[src/rtl/cpu_pkg.sv]
// cpu_pkg: definitions shared by the fetch-side PC sequencer and the EX-stage
// branch comparator.
//   - pc_seq_state_t : PC sequencer FSM states
//   - XLEN, RESET_PC_DEFAULT : datapath width and default reset fetch address
//   - F3_* : branch funct3 encodings decoded by the comparator
package cpu_pkg;

    localparam int XLEN = 32;
    localparam logic [XLEN-1:0] RESET_PC_DEFAULT = 32'h0000_0000;

    localparam logic [2:0] F3_BEQ  = 3'b000;
    localparam logic [2:0] F3_BNE  = 3'b001;
    localparam logic [2:0] F3_BLT  = 3'b100;
    localparam logic [2:0] F3_BGE  = 3'b101;
    localparam logic [2:0] F3_BLTU = 3'b110;
    localparam logic [2:0] F3_BGEU = 3'b111;

    typedef enum logic [1:0] {
        PCS_RUN   = 2'd0,
        PCS_FLUSH = 2'd1,
        PCS_HALT  = 2'd2
    } pc_seq_state_t;

endpackage

[src/rtl/branch_stats.sv]
// branch_stats: conditional-branch statistics counters for the PC sequencer.
// Ports:
//   clk, rst       : clock, synchronous active-high reset (clears both counts)
//   count_en       : sequencer is in a state where EX is being consumed
//   branch_seen    : a valid conditional branch (not a jump) is in EX
//   branch_taken   : comparator result for that branch
//   branch_count   : number of branches seen (wraps at 2^32)
//   taken_count    : number of those that were taken (wraps at 2^32)
module branch_stats
    import cpu_pkg::*;
(
    input  logic            clk,
    input  logic            rst,
    input  logic            count_en,
    input  logic            branch_seen,
    input  logic            branch_taken,
    output logic [XLEN-1:0] branch_count,
    output logic [XLEN-1:0] taken_count
);

    always_ff @(posedge clk) begin
        if (rst) begin
            branch_count <= '0;
            taken_count  <= '0;
        end else if (count_en && branch_seen) begin
            branch_count <= branch_count + 32'd1;
            if (branch_taken) begin
                taken_count <= taken_count + 32'd1;
            end
        end
    end

endmodule

[src/rtl/pc_sequencer.sv]
// pc_sequencer: fetch-side program counter. Advances the PC by 4 per issued
// fetch, redirects to the EX target on a taken branch or jump, holds flush for
// FLUSH_CYCLES cycles after a redirect, and halts with a trap pulse on a
// misaligned redirect target.
// Optional feature macro: PC_SEQ_STATS_EN adds branch_count / taken_count.
// Ports:
//   clk, rst                 : clock, synchronous active-high reset
//   stall                    : hold the PC while running
//   ex_valid, ex_is_branch,
//   ex_is_jump, branch_taken : EX-stage control-flow information
//   ex_target                : redirect target
//   pc, pc_valid             : fetch address and request valid
//   flush                    : kill IF/ID contents
//   misalign, misalign_addr  : trap pulse and captured bad target
//   branch_count, taken_count: statistics (PC_SEQ_STATS_EN only)
//
// state     | meaning
// ----------+-----------------------------------------------------
// PCS_RUN   | fetching; PC advances by 4 unless stalled
// PCS_FLUSH | redirect taken; PC parked on target, flush held high
// PCS_HALT  | misaligned target seen; fetch stopped until reset
module pc_sequencer
    import cpu_pkg::*;
#(
    parameter logic [XLEN-1:0] RESET_PC     = RESET_PC_DEFAULT,
    parameter int              FLUSH_CYCLES = 2
) (
    input  logic            clk,
    input  logic            rst,
    input  logic            stall,
    input  logic            ex_valid,
    input  logic            ex_is_branch,
    input  logic            ex_is_jump,
    input  logic            branch_taken,
    input  logic [XLEN-1:0] ex_target,
    output logic [XLEN-1:0] pc,
    output logic            pc_valid,
    output logic            flush,
    output logic            misalign,
`ifdef PC_SEQ_STATS_EN
    output logic [XLEN-1:0] branch_count,
    output logic [XLEN-1:0] taken_count,
`endif
    output logic [XLEN-1:0] misalign_addr
);

    pc_seq_state_t   state_q, state_d;
    logic [XLEN-1:0] pc_d, maddr_d;
    logic [3:0]      cnt_q, cnt_d;
    logic            pc_valid_d, flush_d, misalign_d;
    logic            redir;

    assign redir = ex_valid & (ex_is_jump | (ex_is_branch & branch_taken));

    always_ff @(posedge clk) begin
        if (rst) begin
            state_q       <= PCS_RUN;
            pc            <= RESET_PC;
            cnt_q         <= '0;
            misalign_addr <= '0;
            pc_valid      <= 1'b0;
            flush         <= 1'b0;
            misalign      <= 1'b0;
        end else begin
            state_q       <= state_d;
            pc            <= pc_d;
            cnt_q         <= cnt_d;
            misalign_addr <= maddr_d;
            pc_valid      <= pc_valid_d;
            flush         <= flush_d;
            misalign      <= misalign_d;
        end
    end

    always_comb begin
        state_d    = state_q;
        pc_d       = pc;
        cnt_d      = cnt_q;
        maddr_d    = misalign_addr;
        pc_valid_d = 1'b0;
        flush_d    = 1'b0;
        misalign_d = 1'b0;
        case (state_q)
            PCS_RUN: begin
                if (redir && (ex_target[1:0] == 2'b00)) begin
                    pc_d    = ex_target;
                    flush_d = 1'b1;
                    cnt_d   = 4'(FLUSH_CYCLES - 1);
                    state_d = PCS_FLUSH;
                end else if (redir) begin
                    maddr_d    = ex_target;
                    misalign_d = 1'b1;
                    flush_d    = 1'b1;
                    state_d    = PCS_HALT;
                end else begin
                    pc_valid_d = 1'b1;
                    // The PC only moves past an address that has actually been
                    // presented as valid, so the first cycle out of reset or
                    // flush fetches the parked address itself.
                    if (!stall && pc_valid) begin
                        pc_d = pc + 32'd4;
                    end
                end
            end
            PCS_FLUSH: begin
                if (cnt_q == 4'd0) begin
                    pc_valid_d = 1'b1;
                    state_d    = PCS_RUN;
                end else begin
                    flush_d = 1'b1;
                    cnt_d   = cnt_q - 4'd1;
                end
            end
            PCS_HALT: begin
                flush_d = 1'b1;
            end
            default: begin
                state_d = PCS_RUN;
            end
        endcase
    end

`ifdef PC_SEQ_STATS_EN
    branch_stats u_branch_stats (
        .clk          (clk),
        .rst          (rst),
        .count_en     (state_q == PCS_RUN),
        .branch_seen  (ex_valid & ex_is_branch & ~ex_is_jump),
        .branch_taken (branch_taken),
        .branch_count (branch_count),
        .taken_count  (taken_count)
    );
`endif

endmodule
[config.mk]
export PLATFORM = sky130hd
export DESIGN_NAME = pc_sequencer
export DESIGN_NICKNAME = d
export VERILOG_FILES = /design/src/rtl/cpu_pkg.sv /design/src/rtl/branch_stats.sv /design/src/rtl/pc_sequencer.sv
export SDC_FILE = /design/constraint.sdc
export NUM_CORES = 1
export LEC_CHECK = 0
export ABC_AREA = 1
export BUFFER_PORTS_ARGS = -buffer_cell sky130_fd_sc_hd__clkbuf_2
export CORE_MARGIN = 8
export CORE_UTILIZATION = 47
export CTS_CLUSTER_DIAMETER = 100
export DETAILED_ROUTE_END_ITERATION = 6
export PLACE_DENSITY = 0.81
export SETUP_SLACK_MARGIN = 0.05
export SYNTH_ARGS = -nofsm -noshare
export SYNTH_HDL_FRONTEND = slang
export SYNTH_SLANG_ARGS = --single-unit
[constraint.sdc]
create_clock -name clk -period 1.25 [get_ports clk]
set_input_delay 0.125 -clock clk [delete_from_list [all_inputs] [get_ports clk]]
set_output_delay 0.125 -clock clk [all_outputs]
set_load 0.03 [all_outputs]
**Word level (Yosys, flattened, before mapping)**

Cells that the tools add are included.
W data, S select, Z words.

- Eq/ne operators: 7
- $add $sub $neg: 2
- Mux-type cells: 18
- Reduce and logical (&&, ||, !) cells: 13
- Bitwise logic cells: 6

Operator list:

| operator | count |
|---|---|
| $mux W32 | 3 |
| $add A32 B3 Y32 const B | 1 |
| $reduce_and A3 Y1 | 4 |
| $mux W4 | 2 |
| $pmux W4 S2 | 1 |
| $mux W1 | 6 |
| $mux W2 | 3 |
| $ne A2 B2 Y1 const B | 3 |
| $pmux W2 S3 | 1 |
| $logic_not A2 Y1 | 2 |
| $logic_not A4 Y1 | 1 |
| $reduce_bool A2 Y1 | 2 |
| $sub A4 B1 Y4 const B | 1 |
| $ne A3 B3 Y1 const B | 1 |
| $not A1 Y1 | 3 |
| $pmux W1 S3 | 1 |
| $reduce_or A3 Y1 | 1 |
| $and A1 B1 Y1 | 2 |
| $eq A2 B1 Y1 const B | 1 |
| $eq A2 B2 Y1 const B | 1 |
| $logic_and A1 B1 Y1 | 2 |
| $ne A2 B1 Y1 const B | 1 |
| $pmux W1 S2 | 1 |
| $logic_not A1 Y1 | 1 |
| $or A1 B1 Y1 | 1 |

- Word-level logic and storage cells: 53
- Register bits after elaboration: 73
- Input port bits: 39
- Output and inout port bits: 67

**Logic depth before layout (Yosys ltp)**

Gate-level depths: netlist of the first run.

- Depth in word-level cells: 6
- Gate-level depth with buffers: 10
- Gate-level depth less buffers: 10

**Least setup slack after synthesis of the first run**

OpenSTA, ideal clock, no wires.

- Path type: register to register
- Start: reg pc[2]
- End: reg pc[22]
- Arrival: 1.522 ns
- Data required time: 1.118 ns
- Clock period less this slack: 1.654 ns
- Stages on the path, launching flop included: 11
- Path buffers: 0
- Setup slack: -0.404 ns
- Library setup time: 0.132 ns
- Cells stage by stage: dfxtp_1 -> ha_1 -> nand2_1 -> nor2_1 -> nand2_2 -> nor2_4 -> nand2_1 -> nand2_1 -> nand3_1 -> nand2_1 -> a21oi_1

- Longest elaborated chain between the ends: 4

Ends and longest elaborated chain:

| what | line | source |
|---|---|---|
| from (decl) | pc_sequencer.sv:36 | `output logic [XLEN-1:0] pc,` |
| from (signal assigned) | pc_sequencer.sv:66 | `pc <= pc_d;` |
| $add A32 B3 Y32 | pc_sequencer.sv:101 | `pc_d = pc + 32'd4;` |
| $mux W32 | pc_sequencer.sv:100 | `if (!stall && pc_valid) begin` |
| $mux W32 | pc_sequencer.sv:90 | `end else if (redir) begin` |
| $mux W32 | pc_sequencer.sv:85 | `if (redir && (ex_target[1:0] == 2'b00)) begin` |

No other way between the ends. The select of a mux whose other input is x is not followed.
A chain may end at the register's enable or synchronous reset.

**Worst setup path in the final report of the first run**

- Start: reg pc[2]
- End: reg pc[27]

Same word-level chain as after synthesis.

==> out/metrics.cfg, run 1 <==
[status]
status=finished with violations
violated_checks=negative setup slack

[worst_setup_path]
crit_fanout=5
worst-endpoint-required_ns=1.53
crit_path_cell_trace=buf_4, nand2_4, nor2_4, nand2_4, nor2_4, nand3_1, nand3_1, nand2_1, a21oi_1
slowest_stage=sky130_fd_sc_hd__dfxtp_4
critPathCaptureType=flip-flop
cp_data_arrival_time_ns=1.92
cp_slowest_stage_delay_ns=0.40
criticalPathCategory=reg -> reg
crit_path_start_kind=flip-flop

[grt]
antenna_found_initial=0
grt-ovfl-total=0
grt_first_pass_wirelength_mm=24.65
grt_pass1_vias=4958
global_route.usage.total=0.2666
grt_max_degree=32

[yosys]
number_of_synthesized_flops_with_an_enable_pin=0
mappedNetlistNets=623
synth_flop_cell=sky130_fd_sc_hd__dfxtp_1
synth_warnings=0
yosys_register_bits=73
cell_area_after_synthesis_sq_um=3800
post_synth.cell_area_avg_sq_um=6.540
syn-instance-count=581
yosysSeqAreaShare=0.3846
synthArstFlopShare=0
synth.distinct_cells=33

[cts]
numCtsBuffers=9
clockRootBuffer=sky130_fd_sc_hd__clkbuf_8
cts_tree=built
clock-sinks=73
max-clock-path-buffers=2
cts_htree_levels=3
worst_skew_pair.late_latency_ns=0.37
cts-hold-fix-buffers=0
clkSlewWorstSetupHoldPaths_ns=0.09

[placed_design]
gp_congestion=0.8848
detailedPlacementHpwl_mm=9.307
count_of_buffers_from_port_buffering=105
placed_cells=828

[sta]
max_slew.worst_pin.slew_ns=0.4155
clock-skew-final_ns=0.01466
timing.slew.headroom=0.7230
report.final.hold_viol_count=0
grt_setup_unrepaired=true
report.final.setup_viol=72
finalCritPeriodShare=1.311
postLayoutSetupSlackWorst_ns=-0.3881
timing.final.crit_period_ns=1.638
pins_over_slew_limit=0
timing.fmax_ghz=0.6105

[routing]
vias=5300
drt_iter0_drc=661
antenna_violating_nets_post_route=0
first_pass_iters=7
avgRoutedWirePerCell_um=20.85
vias_per_cell=6.023
drc=0
detail_route.wirelength_mm=18.35

[flow_run]
timing.max_cap.violations=0

[layout]
final-instance-count-excl-fill=880
commonest_non_fill_non_tap_cells_in_the_layout=sky130_fd_sc_hd__nand2_1, sky130_fd_sc_hd__clkbuf_2, sky130_fd_sc_hd__nor2_1
fin_util=0.8162
antenna_cells_inserted=0
num-fill-cells=433
area.growth.synth_to_final_pct=66.84
post_route_cells_drive_above_1_share=0.5026
num-nets-final=815
most_common_cell_after_layout_fill_and_taps_aside=sky130_fd_sc_hd__nand2_1

[floorplan]
coreArea_sq_um=7767
die_width_um=105.9
boundary_pins=106
initial_standard_cell_utilization_of_the_core=0.4892
die-area_sq_um=11220
die_height_um=105.9
num_rows=32

[pwr]
max-vdd-ir-drop_mv=0.8906
pwr_density_cell_nw_per_um2=1022
cellLeakagePower_nw=2.725

[min_path]
hp-class=in -> reg

## cell type report
type | count | area, sq um | share of cell area
well taps | 102 | 127.6 | 0.02013
clock buffers | 10 | 148.9 | 0.02349
repair buffers | 206 | 1608 | 0.2536
inverters | 34 | 142.6 | 0.02250
multi-input cells | 449 | 2676 | 0.4221
clock inverters | 6 | 88.84 | 0.01401
flip-flops and latches | 73 | 1548 | 0.2441
## Yosys cell counts, types with 2 or more instances
cell	count	area share
sky130_fd_sc_hd__o21ai_1	17	0.022
sky130_fd_sc_hd__clkbuf_1	7	0.0069
sky130_fd_sc_hd__nand2_1	145	0.14
sky130_fd_sc_hd__nand3_1	32	0.042
sky130_fd_sc_hd__inv_2	4	0.0040
sky130_fd_sc_hd__a21oi_1	34	0.045
sky130_fd_sc_hd__dfxtp_1	73	0.38
sky130_fd_sc_hd__nand3b_1	3	0.0059
sky130_fd_sc_hd__o21ai_0	38	0.050
sky130_fd_sc_hd__and2_1	3	0.0049
sky130_fd_sc_hd__nor2_1	130	0.13
sky130_fd_sc_hd__a31oi_1	2	0.0033
sky130_fd_sc_hd__nor3_1	7	0.0092
sky130_fd_sc_hd__buf_2	14	0.018
sky130_fd_sc_hd__nor2_4	9	0.027
sky130_fd_sc_hd__nand2_2	4	0.0066
sky130_fd_sc_hd__inv_1	30	0.030
sky130_fd_sc_hd__xnor2_1	3	0.0069
sky130_fd_sc_hd__o211ai_1	3	0.0059
sky130_fd_sc_hd__buf_4	3	0.0059
sky130_fd_sc_hd__nand3_2	2	0.0053
sky130_fd_sc_hd__ha_1	3	0.0099
sky130_fd_sc_hd__and3_1	2	0.0033
sky130_fd_sc_hd__nor2_2	4	0.0066
## final timing paths
path,startpoint,end,slack (ns),cells after the start
worst max-delay path,pc[2],pc[27],-0.39,9
worst min-delay path,ex_target[15],misalign_addr[15],0.02,3
worst max register to register,pc[2],pc[27],-0.39,9
worst min register to register,pc[0],pc[0],0.47,2
## logic make-up (layout without fill, tap and decap cells)
| group | after synthesis | in the layout | synth area share |
|---|---|---|---|
| XOR/XNOR | 3 | 3 | 0.006916 |
| buffers and inverters | 59 | 256 | 0.06783 |
| AND/OR/NAND/NOR | 344 | 344 | 0.3931 |
| AO/OA/AOI/OAI | 98 | 98 | 0.1350 |
| multiplexers | 1 | 1 | 0.002634 |
| flip-flops | 73 | 73 | 0.3846 |
| adder cells (fa/ha/maj) | 3 | 3 | 0.009879 |
## layer usage
layer | GRT usage | wire length (um) | up-vias | share of wire
met3 | 0.05616 | 1999 | 139 | 0.11
met1 | 0.2989 | 6491 | 2445 | 0.35
met2 | 0.4629 | 8622 | 459 | 0.47
li1 | - | - | 2257 | -
met5 | 0 | 0 | - | 0
met4 | 0.1457 | 1234 | 0 | 0.067
## per-stage QoR
step / hold slack (ns) / setup WS, ns / power, W / TNS, ns / area, sq um
after floorplan: 0.1944 / -0.09742 / 0.003177 / -0.9800 / 3901
final: 0.02332 / -0.3881 / 0.006482 / -12.26 / 6340
after detailed placement: 0.3780 / -0.2120 / 0.003626 / -4.560 / 5000
after CTS: 0.006807 / -0.2019 / 0.006165 / -5.209 / 5958
after global placement: 0.3728 / -0.1496 / 0.003596 / -2.713 / 5000
after global routing: 0.02595 / -0.3989 / 0.006616 / -15.02 / 6340
## sequential cells by signal (all words and copies together), names as in the netlist
register	flops
pc_valid	1
flush	1
pc	32
state_q	2
misalign	1
cnt_q	4
misalign_addr	32
## power by group
part	switching, W	total, W	leakage [nW]	internal [W]
clock	0.00105	0.00230	0.115	0.00125
sequential	0.000114	0.00254	0.617	0.00243
combinational	0.00101	0.00165	1.99	0.000638
## what timing repair did
action / 4_1_cts / 5_1_grt
buffers inserted: 20 / 17
endpoints found under the setup margin: 66 / 78
resized for setup: 133 / 112
pin swaps: 47 / 29
gates cloned: 8 / 1
## critical path: cells and delay by family, from the launching register on
kind	cells	cell delay, ns
AOI/OAI and AO/OA	1	0.19
buffers and inverters	1	0.14
DFF	1	0.40
and+or+nand+nor	7	0.82
(Power assumes the default switching activity.)
==> inputs of run 2 (changes only) <==
- ABC_AREA: 1 -> 0
- CORE_MARGIN: 8 -> 2
- CORE_UTILIZATION: 47 -> 44
- PLACE_DENSITY: 0.81 -> 0.77
==> run 2 against run 1 <==
- the run still ends with negative setup slack left
- first-iteration DRC count is 20% lower
- critical path depth down 2
- final area up 3.2%
- sequential cell count unchanged
- sequential power down 2%
- die area shrank 20%
- combinational power shrank 5%
- non-clock buffer count increased by 55
- largest power group unchanged
- highest routed layer unchanged
==> out/metrics.cfg, run 2 <==
[worst_setup_path]
worst-endpoint-required_ns=1.50  ; -0.03 ns
crit_path_start_kind=flip-flop
critPathCaptureType=flip-flop
cp_data_arrival_time_ns=2.08  ; +0.16 ns
crit_fanout=6  ; +1
criticalPathCategory=reg -> reg

[min_path]
hp-class=in -> reg

[placed_design]
placed_cells=741  ; -11%
gp_congestion=0.8841  ; about the same
postPlaceCellArea_sq_um=5110  ; +2.2%
detailedPlacementHpwl_mm=8.960  ; -3.7%
count_of_buffers_from_port_buffering=105  ; unchanged

[pwr]
cellLeakagePower_nw=2.711  ; -0.54%
final_total_power_w=0.005910  ; -8.8%
max-vdd-ir-drop_mv=0.6251  ; -30%
pwr_density_cell_nw_per_um2=902.9  ; -12%

[sta]
finalCritPeriodShare=1.465  ; +0.1545
postLayoutSetupSlackWorst_ns=-0.5813  ; -0.1931 ns
timing.slew.headroom=0.7300  ; +0.007039
timing.final.crit_period_ns=1.831  ; +0.1931 ns
grt_setup_unrepaired=true
report.final.setup_viol=73  ; +1.4%
clock-skew-final_ns=0.007765  ; -0.006899 ns
pins_over_slew_limit=0  ; unchanged
max_slew.worst_pin.slew_ns=0.4013  ; -0.01426 ns
timing.fmax_ghz=0.5461  ; -11%
report.final.hold_viol_count=0  ; unchanged
tns_ns=-28.57  ; -16.32 ns

[layout]
most_common_cell_after_layout_fill_and_taps_aside=sky130_fd_sc_hd__buf_4
final-instance-count-excl-fill=812  ; -7.7%
biggestRegsByFlops=misalign_addr x32, pc x32, cnt_q x4
layout.area.seq_sq_um=1516  ; -2.0%
area.growth.synth_to_final_pct=81.38
multiInputGateArea_sq_um=2681  ; +0.19%
num-fill-cells=474  ; +9.5%
post_route_cells_drive_above_1_share=0.6110  ; +0.1085
commonest_non_fill_non_tap_cells_in_the_layout=sky130_fd_sc_hd__buf_4, sky130_fd_sc_hd__clkbuf_2, sky130_fd_sc_hd__nand2_1
num-nets-final=744  ; -8.7%
design_area_sq_um=6545  ; +3.2%
antenna_cells_inserted=0  ; unchanged

[yosys]
synth.distinct_cells=61  ; +85%
yosysSeqAreaShare=0.4050  ; +0.02040
number_of_synthesized_flops_with_an_enable_pin=0  ; unchanged
post_synth.cell_area_avg_sq_um=7.811  ; +19%
yosys_register_bits=73  ; unchanged
synth.area.top_cells=sky130_fd_sc_hd__dfxtp_1, sky130_fd_sc_hd__nand2_1, sky130_fd_sc_hd__a21oi_1, sky130_fd_sc_hd__o21ai_0, sky130_fd_sc_hd__nor2_1
synth_warnings=0  ; unchanged
syn-instance-count=462  ; -20%
mappedNetlistNets=504  ; -19%
synth.most_common_cell=sky130_fd_sc_hd__nand2_1
synth_flop_cell=sky130_fd_sc_hd__dfxtp_1
yosys.area.top_type_share=0.4050  ; +0.02040
ys_top_cells_by_count=sky130_fd_sc_hd__nand2_1, sky130_fd_sc_hd__dfxtp_1, sky130_fd_sc_hd__a21oi_1
synth_top_cell_by_area=sky130_fd_sc_hd__dfxtp_1
cell_area_after_synthesis_sq_um=3608  ; -5.0%
synthArstFlopShare=0  ; unchanged

[floorplan]
die-area_sq_um=8942  ; -20%
coreArea_sq_um=8093  ; +4.2%
initial_standard_cell_utilization_of_the_core=0.4459  ; -0.04332
num_rows=33  ; +3.1%
boundary_pins=106  ; unchanged
die_height_um=94.56  ; -11%
die_width_um=94.56  ; -11%

[grt]
antenna_found_initial=0  ; unchanged
grt_pass1_vias=4652  ; -6.2%
grt-ovfl-total=0  ; unchanged
global_route.usage.total=0.3269  ; +0.06032
grt_first_pass_wirelength_mm=22.71  ; -7.8%
grt_max_degree=26  ; -19%

[cts]
worst_skew_pair.late_latency_ns=0.36  ; about the same
max-clock-path-buffers=2  ; unchanged
clkSlewWorstSetupHoldPaths_ns=0.08  ; about the same
clockRootBuffer=sky130_fd_sc_hd__clkbuf_8
numCtsBuffers=9  ; unchanged
cts_tree=built
clock-sinks=73  ; unchanged
cts_htree_levels=3  ; unchanged

[routing]
avgRoutedWirePerCell_um=21.49  ; +3.1%
antenna_violating_nets_post_route=0  ; unchanged
first_pass_iters=6  ; -1
drt_iter0_drc=530  ; -20%
drc=0  ; unchanged
vias=5048  ; -4.8%
detail_route.wirelength_mm=17.45  ; -4.9%
vias_per_cell=6.217  ; +3.2%

[status]
status=finished with violations
violated_checks=negative setup slack

[flow_run]
timing.max_cap.violations=0  ; unchanged

run 2: per-layer routing:
metal	track usage	wire length, um	up-vias
li1	-	-	2156
met3	0.06065	1903	116
met4	0.1787	1147	0
met5	0	0	-
met2	0.5762	8461	389
met1	0.3725	5940	2387
run 2: what timing repair did:
action / 4_1_cts / 5_1_grt
setup endpoints to repair: 73 / 85
resized for setup: 62 / 160
hold buffers: 10 / 0
pin swaps: 29 / 53
buffers inserted: 20 / 21
cloned: 5 / 4
hold endpoints to repair: 10 / 0
run 2: metrics by stage:
step / setup WS [ns] / hold WS (ns) / util
after floorplan: -0.5011 / 0.2610 / -
after global placement: -0.4965 / 0.3657 / 0.6314
after detailed placement: -0.5553 / 0.3732 / 0.6314
after CTS: -0.5007 / 0.001639 / 0.7296
after global routing: -0.6287 / 0.01839 / 0.8088
final: -0.5813 / 0.006148 / 0.8088
run 2: report_power, final:
part | internal (W) | switching (W) | total, W
clock | 0.000892 | 0.000970 | 0.00186
combinational | 0.000678 | 0.000891 | 0.00157
sequential | 0.00240 | 0.0000788 | 0.00248
total | 0.00397 | 0.00194 | 0.00591
run 2: layout make-up:
type | count | share of cell area
timing repair buffer | 261 | 0.3028
inverter | 11 | 0.006691
sequential | 73 | 0.2317
multi-input combinational | 346 | 0.4097
clock buffer | 12 | 0.02543
tap | 105 | 0.02007
clock inverter | 4 | 0.003632
run 2: worst paths after layout:
check	from	to	slack, ns	cells past startpoint
max	pc[14]	pc[30]	-0.58	7
min	ex_target[23]	misalign_addr[23]	0.006	3
max reg2reg	pc[14]	pc[30]	-0.58	7
min reg2reg	misalign_addr[16]	misalign_addr[16]	0.46	2
run 2: logic make-up (layout without fill, tap and decap cells):
family	Yosys count	after routing	synth area share
simple gates	197	197	0.2621
compound gates	141	142	0.2510
flops	73	73	0.4050
buf+inv	44	288	0.06068
fa+ha+maj	3	3	0.01040
xor+xnor	2	2	0.004855
mux	2	2	0.005894
run 2: critical path: stages (launching register included):
cell and delay [ns]:
sky130_fd_sc_hd__dfxtp_2 0.35, sky130_fd_sc_hd__nand4_1 0.13, sky130_fd_sc_hd__buf_4 0.19, sky130_fd_sc_hd__nor2_4 0.19, sky130_fd_sc_hd__buf_4 0.18, sky130_fd_sc_hd__nand4_1 0.17
sky130_fd_sc_hd__o31a_1 0.34, sky130_fd_sc_hd__o32ai_2 0.17
==> inputs of run 3 (changes only) <==
- PLACE_DENSITY: 0.77 -> 0.72
- SKIP_LAST_GASP: not set -> 1
==> run 3 against run 2 <==
- the run still ends with negative setup slack left
- routed wire length is 20% lower
- sequential power hardly changed
- fmax rose by 1.8%
- non-clock buffer count decreased by 30
- first-iteration DRC count fell by 45%
- setup slack gained 0.033 ns
- combinational power is 18% lower
- clock skew shrank 0.0011 ns
- sequential share of layout area rose by 2.1 points
- largest cell class unchanged
==> out/metrics.cfg, run 3 (synthesis gave the netlist of run 2 again) <==
[status]
status=finished with violations
violated_checks=negative setup slack

[min_path]
hp-class=in -> reg

[routing]
first_pass_iters=7  ; +1
detail_route.wirelength_mm=13.93  ; -20%
vias=4501  ; -11%
drc=0  ; unchanged
drt_iter0_drc=293  ; -45%
avgRoutedWirePerCell_um=17.81  ; -17%
antenna_violating_nets_post_route=0  ; unchanged
vias_per_cell=5.756  ; -7.4%

[floorplan]
initial_standard_cell_utilization_of_the_core=0.4459  ; unchanged
die_height_um=94.56  ; unchanged
die-area_sq_um=8942  ; unchanged
num_rows=33  ; unchanged
coreArea_sq_um=8093  ; unchanged
boundary_pins=106  ; unchanged
die_width_um=94.56  ; unchanged

[cts]
max-clock-path-buffers=2  ; unchanged
worst_skew_pair.late_latency_ns=0.35  ; about the same
clockRootBuffer=sky130_fd_sc_hd__clkbuf_8
cts_tree=built
numCtsBuffers=9  ; unchanged
clkSlewWorstSetupHoldPaths_ns=0.08  ; about the same
cts_htree_levels=3  ; unchanged
clock-sinks=73  ; unchanged

[sta]
tns_ns=-23.46  ; +5.112 ns
pins_over_slew_limit=0  ; unchanged
report.final.setup_viol=72  ; -1.4%
grt_setup_unrepaired=true
timing.hold.ws_ns=0.006357  ; +0.0002083 ns
timing.fmax_ghz=0.5561  ; +1.8%
finalCritPeriodShare=1.439  ; -0.02633
max_slew.worst_pin.slew_ns=0.4045  ; +0.003288 ns
timing.slew.headroom=0.7303  ; about the same
report.final.hold_viol_count=0  ; unchanged
postLayoutSetupSlackWorst_ns=-0.5483  ; +0.03292 ns
timing.final.crit_period_ns=1.798  ; -0.03292 ns
clock-skew-final_ns=0.006647  ; -0.001118 ns

[placed_design]
count_of_buffers_from_port_buffering=105  ; unchanged
gp_congestion=0.9932  ; +12%
detailedPlacementHpwl_mm=8.605  ; -4.0%
placed_cells=736  ; -0.67%
post_place_setup_slack_ns=-0.5351  ; +0.02020 ns
postPlaceCellArea_sq_um=5060  ; -0.98%

[grt]
grt_use_met2=0.4667  ; -0.1095
global_route.usage.total=0.2782  ; -0.04866
use_met1=0.3478  ; -0.02469
grt-ovfl-total=0  ; unchanged
grt_first_pass_wirelength_mm=19.58  ; -14%
gr-max-usage-layer=met2
antenna_found_initial=0  ; unchanged
grt_pass1_vias=4163  ; -11%
gr-usage-met3=0.05587  ; -0.004789
grt_max_degree=23  ; -12%

[worst_setup_path]
crit_fanout=12  ; +6
critPathCaptureType=flip-flop
criticalPathCategory=reg -> reg
worst-endpoint-required_ns=1.49  ; about the same
crit_path_start_kind=flip-flop
cp_data_arrival_time_ns=2.04  ; -0.04 ns

[layout]
design_area_sq_um=6003  ; -8.3%
num-nets-final=714  ; -4.0%
most_common_cell_after_layout_fill_and_taps_aside=sky130_fd_sc_hd__buf_4
final-instance-count-excl-fill=782  ; -3.7%
biggestRegsByFlops=misalign_addr x32, pc x32, cnt_q x4
post_route_cells_drive_above_1_share=0.5643  ; -0.04678
area.growth.synth_to_final_pct=66.37
num-fill-cells=596  ; +26%
commonest_non_fill_non_tap_cells_in_the_layout=sky130_fd_sc_hd__buf_4, sky130_fd_sc_hd__clkbuf_2, sky130_fd_sc_hd__nand2_1
antenna_cells_inserted=0  ; unchanged

[pwr]
netSwitchingPower_w=0.001721  ; -11%
power.internal_w=0.004028  ; +1.5%
power.sequential.fraction=0.430  ; +0.011
p_sw_frac=0.2994  ; -0.02881
share_clk_of_total_power=0.346  ; +0.031
p_comb_frac=0.223  ; -0.042
pwr_density_cell_nw_per_um2=957.8  ; +6.1%
cellLeakagePower_nw=2.510  ; -7.4%
max-vdd-ir-drop_mv=0.6722  ; +7.5%

[flow_run]
timing.max_cap.violations=0  ; unchanged

-- run 3: critical path, cell delays in order, from the launching register on --
cell	delay, ns
sky130_fd_sc_hd__dfxtp_2	0.34
sky130_fd_sc_hd__or4b_4	0.53
sky130_fd_sc_hd__a21oi_4	0.16
sky130_fd_sc_hd__buf_6	0.14
sky130_fd_sc_hd__a21oi_4	0.06
sky130_fd_sc_hd__buf_6	0.17
sky130_fd_sc_hd__mux2i_2	0.18
sky130_fd_sc_hd__a21oi_1	0.09
-- run 3: path summary, 6_finish.rpt --
check | from | slack [ns] | cells after the start | to
setup / recovery | state_q[0] | -0.55 | 7 | pc[2]
hold / removal | ex_target[14] | 0.006 | 3 | misalign_addr[14]
setup reg to reg | state_q[0] | -0.55 | 7 | pc[2]
hold reg to reg | misalign_addr[11] | 0.46 | 2 | misalign_addr[11]
-- run 3: timing repair --
action,in CTS,in global routing
hold endpoints to repair,2,0
pin swaps,16,30
hold buffers,2,0
cloned,3,6
resized for setup,20,126
buffers inserted,10,11
setup endpoints to repair,75,79
-- run 3: power by group through the flow --
| stage | clock network [W] | logic [W] | registers, W |
|---|---|---|---|
| 6_report | 0.00199 | 0.00128 | 0.00247 |
| 5_1_grt | 0.00210 | 0.00136 | 0.00248 |
| 4_1_cts | 0.00199 | 0.00107 | 0.00246 |
| 3_5_place_dp | 0 | 0.000937 | 0.00251 |
| 3_3_place_gp | 0 | 0.000916 | 0.00251 |
| 2_1_floorplan | 0 | 0.000431 | 0.00267 |
-- run 3: final cells by class --
cell class                 instances  area (sq um)  share of cell area
sequential                        73          1518              0.2528
tap                              105         131.4             0.02188
clock buffer                      14         172.7             0.02876
timing repair buffer             231          1668              0.2778
clock inverter                     2         35.03            0.005836
multi-input combinational        346          2437              0.4060
inverter                          11         41.29            0.006878
-- run 3: per-stage QoR --
step,total power [W],util
2_1_floorplan,0.003097,-
3_3_place_gp,0.003422,0.6252
3_5_place_dp,0.003447,0.6252
4_1_cts,0.005512,0.6831
5_1_grt,0.005942,0.7418
6_report,0.005750,0.7418
-- run 3: per-layer routing --
| layer | up-vias | wire length, um |
|---|---|---|
| met2 | 232 | 6693 |
| met4 | 0 | 357 |
| met3 | 37 | 1058 |
| met1 | 2142 | 5821 |
| met5 | - | 0 |
| li1 | 2090 | - |
